[config.mk]
export PLATFORM = sky130hd
export DESIGN_NAME = sdram_burst_sched
export DESIGN_NICKNAME = d
export VERILOG_FILES = /design/src/rtl/sdram_burst_sched.sv
export SDC_FILE = /design/constraint.sdc
export NUM_CORES = 1
export LEC_CHECK = 0
export CORE_MARGIN = 2
export CORE_UTILIZATION = 30
export DETAILED_ROUTE_END_ITERATION = 12
export GPL_TIMING_DRIVEN = 0
export PLACE_DENSITY = 0.49
export SYNTH_ARGS = -nofsm -noshare
export SYNTH_HDL_FRONTEND = slang
export SYNTH_SLANG_ARGS = --single-unit
[constraint.sdc]
create_clock -name clk_100m -period 3.3 [get_ports clk_100m]
set_input_delay 0.495 -clock clk_100m [delete_from_list [all_inputs] [get_ports clk_100m]]
set_output_delay 0.495 -clock clk_100m [all_outputs]
set_load 0.1 [all_outputs]
[src/rtl/sdram_burst_sched.sv]
// rtl/sdram_burst_sched.sv - write/read burst scheduler for an SDRAM ring buffer
//
// Moves fixed-length bursts between a write FIFO, an SDRAM ring region and a
// read FIFO by driving the single sdram_ctrl request port. Data words never
// pass through here; only requests, addresses and FIFO pop/push strobes do.
//
// Ports:
//   clk_100m, rstn          clock and asynchronous active-low reset
//   rd_en                   read bursts allowed
//   wr_fifo_level           words held in the write FIFO
//   rd_fifo_level           words held in the read FIFO
//   wr_fifo_rden            write FIFO pop, copy of wr_ack
//   rd_fifo_wren            read FIFO push, copy of rd_ack
//   wr_req/wr_addr/wr_burst_len/wr_ack   write burst handshake with sdram_ctrl
//   rd_req/rd_addr/rd_burst_len/rd_ack   read burst handshake with sdram_ctrl
//   ring_fill               words written to the ring and not yet read back
//   busy                    a burst (or its DONE cycle) is in progress
//   err                     sticky: ack seen outside its burst or both acks at once
module sdram_burst_sched #(
    parameter int ADDR_W       = 24,
    parameter int LEN_W        = 10,
    parameter int BURST_LEN    = 10,
    parameter int BASE_ADDR    = 0,
    parameter int REGION_WORDS = 1000,
    parameter int FIFO_DEPTH   = 512
) (
    input  logic              clk_100m,
    input  logic              rstn,
    input  logic              rd_en,
    input  logic [LEN_W-1:0]  wr_fifo_level,
    input  logic [LEN_W-1:0]  rd_fifo_level,
    output logic              wr_fifo_rden,
    output logic              rd_fifo_wren,
    output logic              wr_req,
    output logic [ADDR_W-1:0] wr_addr,
    output logic [LEN_W-1:0]  wr_burst_len,
    input  logic              wr_ack,
    output logic              rd_req,
    output logic [ADDR_W-1:0] rd_addr,
    output logic [LEN_W-1:0]  rd_burst_len,
    input  logic              rd_ack,
    output logic [ADDR_W-1:0] ring_fill,
    output logic              busy,
    output logic              err
);

    localparam logic [ADDR_W-1:0] BURST_A  = ADDR_W'(BURST_LEN);
    localparam logic [ADDR_W-1:0] BASE_A   = ADDR_W'(BASE_ADDR);
    localparam logic [ADDR_W-1:0] END_A    = ADDR_W'(BASE_ADDR + REGION_WORDS);
    localparam logic [ADDR_W:0]   REGION_X = (ADDR_W+1)'(REGION_WORDS);
    localparam logic [LEN_W-1:0]  BURST_L  = LEN_W'(BURST_LEN);
    localparam logic [LEN_W-1:0]  BURST_M1 = LEN_W'(BURST_LEN - 1);
    localparam logic [LEN_W:0]    RD_LIM   = (LEN_W+1)'(FIFO_DEPTH - BURST_LEN);

    typedef enum logic [1:0] {
        IDLE     = 2'd0,
        WR_BURST = 2'd1,
        RD_BURST = 2'd2,
        DONE     = 2'd3
    } state_t;

    state_t             state_q, state_d;
    logic               wr_req_q, wr_req_d;
    logic               rd_req_q, rd_req_d;
    logic [ADDR_W-1:0]  wr_ptr_q, wr_ptr_d;
    logic [ADDR_W-1:0]  rd_ptr_q, rd_ptr_d;
    logic [ADDR_W-1:0]  fill_q, fill_d;
    logic [LEN_W-1:0]   ack_cnt_q, ack_cnt_d;
    logic               last_wr_q, last_wr_d;   // 1: last grant went to WR
    logic               err_q, err_d;
    // Levels and rd_en are sampled once so the grant decision sees stable values.
    logic               rd_en_q;
    logic [LEN_W-1:0]   wr_lvl_q;
    logic [LEN_W-1:0]   rd_lvl_q;

    logic wr_ok, rd_ok;

    function automatic logic [ADDR_W-1:0] ptr_next(input logic [ADDR_W-1:0] p);
        logic [ADDR_W-1:0] n;
        n = p + BURST_A;
        return (n == END_A) ? BASE_A : n;
    endfunction

    // The fill check is done one bit wider so fill+BURST_LEN cannot wrap.
    assign wr_ok = (wr_lvl_q >= BURST_L) &&
                   (({1'b0, fill_q} + {1'b0, BURST_A}) <= REGION_X);
    assign rd_ok = rd_en_q && (fill_q >= BURST_A) &&
                   ({1'b0, rd_lvl_q} <= RD_LIM);

    always_comb begin
        state_d   = state_q;
        wr_req_d  = wr_req_q;
        rd_req_d  = rd_req_q;
        wr_ptr_d  = wr_ptr_q;
        rd_ptr_d  = rd_ptr_q;
        fill_d    = fill_q;
        ack_cnt_d = ack_cnt_q;
        last_wr_d = last_wr_q;

        case (state_q)
            IDLE: begin
                ack_cnt_d = '0;
                if (wr_ok && (!rd_ok || !last_wr_q)) begin
                    state_d   = WR_BURST;
                    wr_req_d  = 1'b1;
                    last_wr_d = 1'b1;
                end else if (rd_ok && (!wr_ok || last_wr_q)) begin
                    state_d   = RD_BURST;
                    rd_req_d  = 1'b1;
                    last_wr_d = 1'b0;
                end
            end
            WR_BURST: begin
                if (wr_ack) begin
                    if (ack_cnt_q == BURST_M1) begin
                        wr_req_d  = 1'b0;
                        ack_cnt_d = '0;
                        state_d   = DONE;
                    end else begin
                        ack_cnt_d = ack_cnt_q + 1'b1;
                    end
                end
            end
            RD_BURST: begin
                if (rd_ack) begin
                    if (ack_cnt_q == BURST_M1) begin
                        rd_req_d  = 1'b0;
                        ack_cnt_d = '0;
                        state_d   = DONE;
                    end else begin
                        ack_cnt_d = ack_cnt_q + 1'b1;
                    end
                end
            end
            DONE: begin
                // last_wr_q still names the burst that just finished.
                if (last_wr_q) begin
                    wr_ptr_d = ptr_next(wr_ptr_q);
                    fill_d   = fill_q + BURST_A;
                end else begin
                    rd_ptr_d = ptr_next(rd_ptr_q);
                    fill_d   = fill_q - BURST_A;
                end
                state_d = IDLE;
            end
            default: state_d = IDLE;
        endcase
    end

    assign err_d = err_q |
                   (wr_ack && (state_q != WR_BURST)) |
                   (rd_ack && (state_q != RD_BURST)) |
                   (wr_ack && rd_ack);

    always_ff @(posedge clk_100m or negedge rstn) begin
        if (!rstn) begin
            state_q   <= IDLE;
            wr_req_q  <= 1'b0;
            rd_req_q  <= 1'b0;
            wr_ptr_q  <= BASE_A;
            rd_ptr_q  <= BASE_A;
            fill_q    <= '0;
            ack_cnt_q <= '0;
            last_wr_q <= 1'b0;
            err_q     <= 1'b0;
            rd_en_q   <= 1'b0;
            wr_lvl_q  <= '0;
            rd_lvl_q  <= '0;
        end else begin
            state_q   <= state_d;
            wr_req_q  <= wr_req_d;
            rd_req_q  <= rd_req_d;
            wr_ptr_q  <= wr_ptr_d;
            rd_ptr_q  <= rd_ptr_d;
            fill_q    <= fill_d;
            ack_cnt_q <= ack_cnt_d;
            last_wr_q <= last_wr_d;
            err_q     <= err_d;
            rd_en_q   <= rd_en;
            wr_lvl_q  <= wr_fifo_level;
            rd_lvl_q  <= rd_fifo_level;
        end
    end

    assign wr_fifo_rden = wr_ack;
    assign rd_fifo_wren = rd_ack;
    assign wr_req       = wr_req_q;
    assign rd_req       = rd_req_q;
    assign wr_addr      = wr_ptr_q;
    assign rd_addr      = rd_ptr_q;
    assign wr_burst_len = BURST_L;
    assign rd_burst_len = BURST_L;
    assign ring_fill    = fill_q;
    assign busy         = (state_q != IDLE);
    assign err          = err_q;

endmodule

== Word level (Yosys, flattened, before mapping) ==
Cells that the tools add are included.
Operators by class
  eq/ne operators: 16
  bitwise gates (word level): 4
  add/sub/neg operators: 6
  reductions and logical operators: 26
  $lt $le $gt $ge: 4
  mux-type cells: 23
Operators by type and width (count)
  $add A24 B4 Y24 const B: 3
  $mux W24: 3
  $eq A24 B10 Y1 const B: 2
  $mux W10: 3
  $pmux W10 S3: 1
  $add A24 B4 Y25 const B: 1
  $le A25 B10 Y1 const B: 1
  $ge A24 B4 Y1 const B: 1
  $sub A24 B4 Y24 const B: 1
  $ne A2 B2 Y1 const B: 8
  $add A10 B1 Y10 const B: 1
  $eq A10 B4 Y1 const B: 1
  $ge A10 B4 Y1 const B: 1
  $le A10 B9 Y1 const B: 1
  $mux W2: 5
  $logic_and A1 B1 Y1: 8
  $mux W1: 8
  $pmux W2 S4: 1
  $reduce_bool A2 Y1: 4
  $reduce_and A2 Y1: 3
  $reduce_and A3 Y1: 2
  $reduce_and A5 Y1: 1
  $eq A2 B2 Y1 const B: 2
  $pmux W1 S2: 2
  other kinds (10): 15
Word-level totals
  output and inout port bits: 98
  bits in registers: 109

== Logic depth before layout (Yosys ltp) ==
Gate-level depths: netlist of run 1.
  depth after elaboration: 9
  gate-level depth with buffers: 9

== Least setup slack after synthesis of run 1 ==
OpenSTA, ideal clock, no wires.
  kind: reg2reg
  start point: register fill_q[1], in the netlist ring_fill[1]
  end point: register wr_req_q, in the netlist wr_req
  arrival: 3245 ps
  cell stages (with the launch flop): 9
  path slack: -31 ps
  path buffers: 0
  path through: dfrtp_1 -> ha_1 -> nor2_1 -> nor4b_1 -> xor2_1 -> a211oi_1 -> o211ai_1 -> or4_1 -> o211ai_1
Between the ends
  word-level cells in the longest chain between the ends: 8
  elaborated cells on any way between the ends: 11
  those cells by class: 1 x add/sub; 2 x order compare; 1 x eq/ne; 7 x reduce/logical
Ends and longest elaborated chain
  from (decl): RTL line 67  | logic [ADDR_W-1:0] fill_q, fill_d;
  from (signal assigned): RTL line 175  | fill_q <= fill_d;
  branches (longest 5 deep; another with $add A24 B4 Y25)
  $logic_and A1 B1 Y1 *: RTL line 103  | if (wr_ok && (!rd_ok || !last_wr_q)) begin
  $ne A2 B2 Y1 (no source line) *
  $reduce_and A4 Y1 (no source line) *
  to (signal assigned): RTL line 171  | wr_req_q <= wr_req_d;
  to (decl): RTL line 63  | logic wr_req_q, wr_req_d;
Mark *: on every way between the ends.
A chain may end at the register's enable or synchronous reset.

== Worst setup path after layout of run 1 ==
  start point: register fill_q[2], in the netlist ring_fill[2]
  end point: register wr_req_q, in the netlist wr_req
Same word-level chain as after synthesis.

==> out/metrics.yaml, run 1 <==
clock_tree:
  postCtsSetupRepairBufs: 0
  path_clk_slew_ns: 0.07
  cts_tree: "done"
  cts_made_buffers: 9
  insertion_delay_ns: 0.36
  cts_sinks: 105
  htreeDepth: 3
  cts_max_path_buffers: 2
  clock-root-buffer: "clkbuf_16"
timing:
  setup_violations: 0
  rsz0062_at_grt: "no"
  whs_ns: 0.456
  fin_setup_tns_ns: 0
  slew_violations: 0
  slew_headroom_pct: 31.6
  hold_viol_final: 0
  post-route-period-util_pct: 96.7
  skew_ns: 0.0102
  max_freq_mhz: 313
  fin_crit_ns: 3.19
  worstMarginPinSlew_ns: 1.02
power:
  p_seq_share_pct: 26.9
  p_clk_share_pct: 15.6
  p_per_area_mw_per_mm2: 820
  p_sw_share_pct: 54.3
  power.total_mw: 6.82
  irDropWorstVdd_mv: 0.348
  p_switching_mw: 3.71
  combPwrFrac_pct: 57.5
  p_int_mw: 3.11
  p_leak_nw: 3.37
final_layout:
  mostFrequentLayoutCells: "104 x dfrtp_1, 97 x clkdlybuf4s50_1, 85 x nand2_1"
  drive_gt1_share_pct: 10.7
  area_growth_pct: 26.7
  layout_commonest_cell: "dfrtp_1"
  nets: 890
  diodes: 0
  stdcell_count: 1137
global_route:
  grt-ovfl-total: 0
  grtUsageTotal_pct: 15.2
  grt_pass1_vias: 5480
  grt_max_degree: 91
  antenna_found_initial: 0
  grt_pass1_wl_mm: 28.7
worst_setup_path:
  crit_top_cell: "o211ai_1"
  cp_slowest_cell: "or4_1"
  critPathKind: "flop to flop"
  worstPathMaxFanout: 9
  slowest_delay_ns: 0.59
  cp_num_buf_inv: 0
  cp_data_arrival_time_ns: 3.46
  critPathLaunchType: "flop"
  crit_path_end_kind: "flop"
  path_cells: "ha_2 > nor2_1 > nor4b_2 > xor2_1 > a211oi_1 > o211ai_1 > or4_1 > o211ai_1"
  cp.required_ns: 3.57
  cp_top_family: "simple AND/OR/NAND/NOR gates"
routing:
  wl_per_cell_um: 15.3
  drt_iter0_markers: 279
  drt_wl_total_mm: 17.4
  drt-pass1-iter-count: 6
  drc: 0
  vias: 5614
  drtAntennaViolNets: 0
  vias_per_cell: 4.94
logic_synthesis:
  ys_seq_area_share_pct: 40.1
  muxShareOfSynthArea_pct: 1.28
  ys_async_sr_fraction_pct: 100
  syn_avg_cell_area_um2: 9.11
  synth_edf_count: 0
  synth_top_family_by_area: "simple AND/OR/NAND/NOR gates"
  syn_area_mm2: 0.00656
  synthAdderAreaFrac_pct: 2.48
  synth_compound_gate_area_share_pct: 12.8
  yosys.area_share.xor_xnor_pct: 10.7
  yosys.area_share.simple_pct: 26.1
  ys_ff_latch: 105
  synthFlopType: "dfrtp_1"
  ys_warn_count: 0
  syn_inst: 720
  synth.distinct_cells: 81
placement:
  placedCellCount: 1120
  dp_hpwl_mm: 12.7
  portBuffers: 98
  globalplace.congestion: 0.807
floorplan:
  initial_core_util_pct: 30.3
  core-area_mm2: 0.0216
  die_h_um: 152
  io_pins: 123
  rows: 54
  die_x_um: 152
  die-area_mm2: 0.0231
status:
  status: "completed"
run:
  drv_cap: 0
hold_path:
  hold_path_class: "flop to flop"
## worst paths after layout
kind,from,end,slack (ns),cells past startpoint
max,ring_fill[2],wr_req,0.11,8
min,err,err,0.46,1
max reg2reg,ring_fill[2],wr_req,0.11,8
min reg2reg,err,err,0.46,1
max in group asynchronous,rstn,last_wr_q,2.08,3
min in group asynchronous,rstn,wr_addr[17],0.52,2
## flip-flops by register name (all words and copies together), names as in the netlist
signal and count:
wr_lvl_q 9, rd_addr 23, ack_cnt_q 10, err 1, last_wr_q 1, state_q 2, ring_fill 23, wr_addr 23
wr_req 1, rd_req 1, rd_en_q 1, rd_lvl_q 10
## worst reg2reg max path, delay by kind of cell (launching register included)
| kind | cells | cell delay (ns) |
|---|---|---|
| xor gates and xnor gates | 1 | 0.12 |
| AOI/OAI and AO/OA | 3 | 0.89 |
| and+or+nand+nor | 3 | 1.21 |
| adders and majority gates | 1 | 0.35 |
| DFF | 1 | 0.54 |
## through the flow
stage / setup slack, ns / utilization, % / cell area (µm²)
CTS: 0.0580 / 38.4 / 8310
global placement: -3.04 / 36.9 / 7970
detailed placement: -0.178 / 37.0 / 8000
finish: 0.110 / 38.4 / 8310
global route: 0.000669 / 38.4 / 8310
floorplan: 0.00482 / - / 6640
## synthesized netlist by cell type, types with 3 or more instances
master	instances	area, µm²
nand3_1	30	150
o21a_1	5	37.5
nand2b_1	6	37.5
dfrtp_1	105	2630
nor4b_1	4	35.0
nor2_1	57	214
o31ai_1	6	45.0
nand4b_1	6	52.6
a31oi_1	7	43.8
nor2b_1	4	25.0
and2_1	3	18.8
buf_4	30	225
ha_1	13	163
nand2_1	85	319
nand4_1	20	125
o311ai_0	3	26.3
mux2i_1	5	50.1
o32ai_1	3	26.3
a21o_1	3	22.5
a211oi_1	3	22.5
xnor2_1	48	420
nor3_1	22	110
buf_2	10	50.1
or4_1	5	37.5
and4_1	5	43.8
clkbuf_1	23	86.3
a21oi_1	18	90.1
or4_4	3	33.8
o21ai_0	29	145
o211ai_1	5	37.5
or3_1	11	68.8
or2_2	4	25.0
and3_1	13	81.3
xor2_1	32	280
mux2_2	3	33.8
nor4_1	14	87.6
inv_1	15	56.3
## kinds of logic (layout without fill, tap and decap cells)
logic type | after synthesis | count (layout)
simple gates | 313 | 313
compound gates | 120 | 120
flops | 105 | 105
xor+xnor | 80 | 80
buf+inv | 79 | 195
fa+ha+maj | 13 | 13
mux | 8 | 8
other cells | 2 | 23
## cell type report
class / instances / area, µm²
fillers: 2267 / 13300
multi-input cells: 557 / 3600
flip-flops and latches: 105 / 2630
repair buffers: 100 / 1020
plain buffers: 64 / 365
well taps: 280 / 350
clock buffers: 9 / 225
clock inverters: 7 / 61.3
inverters: 15 / 56.3
## layer usage
layer	track usage, %	wire length (µm)	up-vias
li1	-	-	2800
met1	20.6	8350	2691
met2	24.5	8050	111
met3	3.51	756	12
met4	4.32	231	0
met5	0	0	-
## what timing repair did
item | CTS | global route
hold buffers | 1 | 0
pin swaps | 0 | 0
endpoints found under the setup margin | 2 | 1
resized for setup | 2 | 1
hold endpoints to repair | 15 | 0
## power groups by stage
stage | Clock, mW | Sequential, mW | Combinational [mW]
after floorplan | 0 | 3.12 | 1.67
after global placement | 0 | 1.86 | 3.91
after detailed placement | 0 | 1.86 | 3.92
after CTS | 1.11 | 1.84 | 3.94
after global routing | 1.16 | 1.89 | 4.19
final | 1.06 | 1.83 | 3.92
Power figures use the tool's default switching activity.
==> run 2: changes to the inputs <==
CORE_ASPECT_RATIO = 1.5   (was not set)
DONT_BUFFER_PORTS = 1   (was not set)
PLACE_DENSITY = 0.42   (was 0.49)
==> out/metrics.yaml, run 2 (same netlist as run 1, synthesis figures left out) <==
floorplan:
  die-area_mm2: 0.0231  # about the same
  io_pins: 123  # unchanged
  initial_core_util_pct: 30.4  # was 30.3%
  die_x_um: 125  # was 152 µm
  core-area_mm2: 0.0216  # about the same
  die_h_um: 185  # was 152 µm
  rows: 66  # was 54
worst_setup_path:
  reg2reg_depth: 8  # unchanged
  endpoint: "wr_req"  # unchanged
  crit_path_end_kind: "flop"  # unchanged
  critPathKind: "flop to flop"  # unchanged
  cp_data_arrival_time_ns: 3.45  # was 3.46 ns
  reg2reg_to: "wr_req"  # unchanged
  cp.required_ns: 3.59  # was 3.57 ns
  worstPathMaxFanout: 8  # was 9
  cp-startpoint: "ring_fill[14]"  # was ring_fill[2]
  critPathLaunchType: "flop"  # unchanged
  timing.rr.start: "ring_fill[14]"  # was ring_fill[2]
  ff2ff_setup_slack_ns: 0.14  # was 0.11 ns
timing:
  rsz0062_at_grt: "no"  # unchanged
  max_freq_mhz: 316  # was 313 MHz
  post-route-period-util_pct: 95.8  # was 96.7%
  worst_slack_ns: 0.137  # was 0.110 ns
  setup_violations: 0  # unchanged
  fin_crit_ns: 3.16  # was 3.19 ns
  worstMarginPinSlew_ns: 1.08  # was 1.02 ns
  slew_violations: 0  # unchanged
  slew_headroom_pct: 27.9  # was 31.6%
  whs_ns: 0.0830  # was 0.456 ns
  hold_viol_final: 0  # unchanged
  fin_setup_tns_ns: 0  # unchanged
  skew_ns: 0.0118  # was 0.0102 ns
placement:
  dp_hpwl_mm: 13.3  # was 12.7 mm
  dp_slack_ns: -0.868  # was -0.178 ns
  globalplace.congestion: 0.828  # was 0.807
  portBuffers: 0  # was 98
global_route:
  grt-ovfl-total: 0  # unchanged
  grt_max_degree: 106  # was 91
  antenna_found_initial: 0  # unchanged
  grt_pass1_wl_mm: 28.6  # was 28.7 mm
  grtUsageTotal_pct: 15.6  # was 15.2%
  grt_pass1_vias: 5380  # was 5480
status:
  status: "completed"  # unchanged
run:
  drv_cap: 0  # unchanged
final_layout:
  drive_gt1_share_pct: 20.1  # was 10.7%
  diodes: 0  # unchanged
  nets: 796  # was 890
  final_util_pct: 34.9  # was 38.4%
  area_growth_pct: 14.7  # was 26.7%
  layout_commonest_cell: "nand2_1"  # was dfrtp_1
  mostFrequentLayoutCells: "85 x nand2_1, 56 x nor2_1, 51 x dfrtp_1"  # was 104 x dfrtp_1, 97 x clkdlybuf4s50_1, 85 x nand2_1
routing:
  drt_wl_total_mm: 18.1  # was 17.4 mm
  vias_per_cell: 5.16  # was 4.94
  drt_iter0_markers: 202  # was 279
  vias: 5341  # was 5614
  drc: 0  # unchanged
  drtAntennaViolNets: 0  # unchanged
  wl_per_cell_um: 17.5  # was 15.3 µm
  drt-pass1-iter-count: 5  # was 6
clock_tree:
  path_clk_slew_ns: 0.08  # was 0.07 ns
  insertion_delay_ns: 0.37  # was 0.36 ns
  clock-root-buffer: "clkbuf_16"  # unchanged
  cts_made_buffers: 9  # unchanged
  cts_sinks: 105  # unchanged
  cts_max_path_buffers: 2  # unchanged
  htreeDepth: 3  # unchanged
  cts_tree: "done"  # unchanged
power:
  power.total_mw: 6.75  # was 6.82 mW
  irDropWorstVdd_mv: 0.362  # was 0.348 mV
  p_leak_nw: 2.98  # was 3.37 nW
  p_per_area_mw_per_mm2: 897  # was 820 mW/mm²
hold_path:
  hold_path_class: "input pin to asynchronous set/reset pin"  # was flop to flop
-- run 2: changes by cell type in the layout (fill, tap and decap cells not counted), sizes merged, moves of 2 or more --
cell and change:
clkdlybuf4s50 -97, buf +2, bufinv +2, clkbuf +2, inv -2
-- run 2: worst min-delay path by stage --
stage,to,cells past startpoint
global placement,wr_addr[17],0
floorplan,ack_cnt_q[0],0
detailed placement,wr_addr[17],0
finish,wr_addr[2],1
CTS,wr_addr[3],1
global route,wr_addr[2],1
-- run 2: cell type report --
type / instances / area [µm²]
Inverter: 15 / 56.3
Clock buffer: 10 / 239
Timing Repair Buffer: 6 / 67.6
Clock inverter: 6 / 96.3
Tap cell: 272 / 340
Fill cell: 2231 / 14000
Buffer: 64 / 365
Multi-Input combinational cell: 557 / 3630
Sequential cell: 105 / 2730
-- run 2: report_power, final --
group	internal (mW)	switching [mW]	leakage (nW)
Clock	0.696	0.533	0.161
Combinational	0.785	1.44	1.54
Sequential	1.56	1.73	1.28
-- run 2: stage by stage --
stage / cells / instance area [µm²]
after CTS: 1032 / 7430
after floorplan: 741 / 6640
after global placement: 1013 / 6980
after global routing: 1035 / 7520
final: 1035 / 7520
after detailed placement: 1013 / 6980
-- run 2: what timing repair did --
action                     in CTS  in global routing
setup endpoints to repair      17                 16
hold buffers                    1                  0
buffers inserted                2                  3
hold endpoints to repair      105                  0
gates resized for setup        46                 29
pin swaps                       1                  2
-- run 2: per-layer routing --
metal	up-vias	global-route usage [%]	part of all wire, %
li1	2596	-	-
met1	2600	16.3	38
met2	119	29.2	54
met3	26	4.53	5.8
met4	0	6.79	2.2
met5	-	0	0
-- run 2: worst max-delay path, stage by stage (launching register included) --
cell      delay (ns)
dfrtp_2         0.68
buf_2           0.30
nand4_1         0.28
nor4_4          0.49
xor2_1          0.11
nor4_1          0.27
a31oi_1         0.18
or4_1           0.59
o211ai_1        0.18
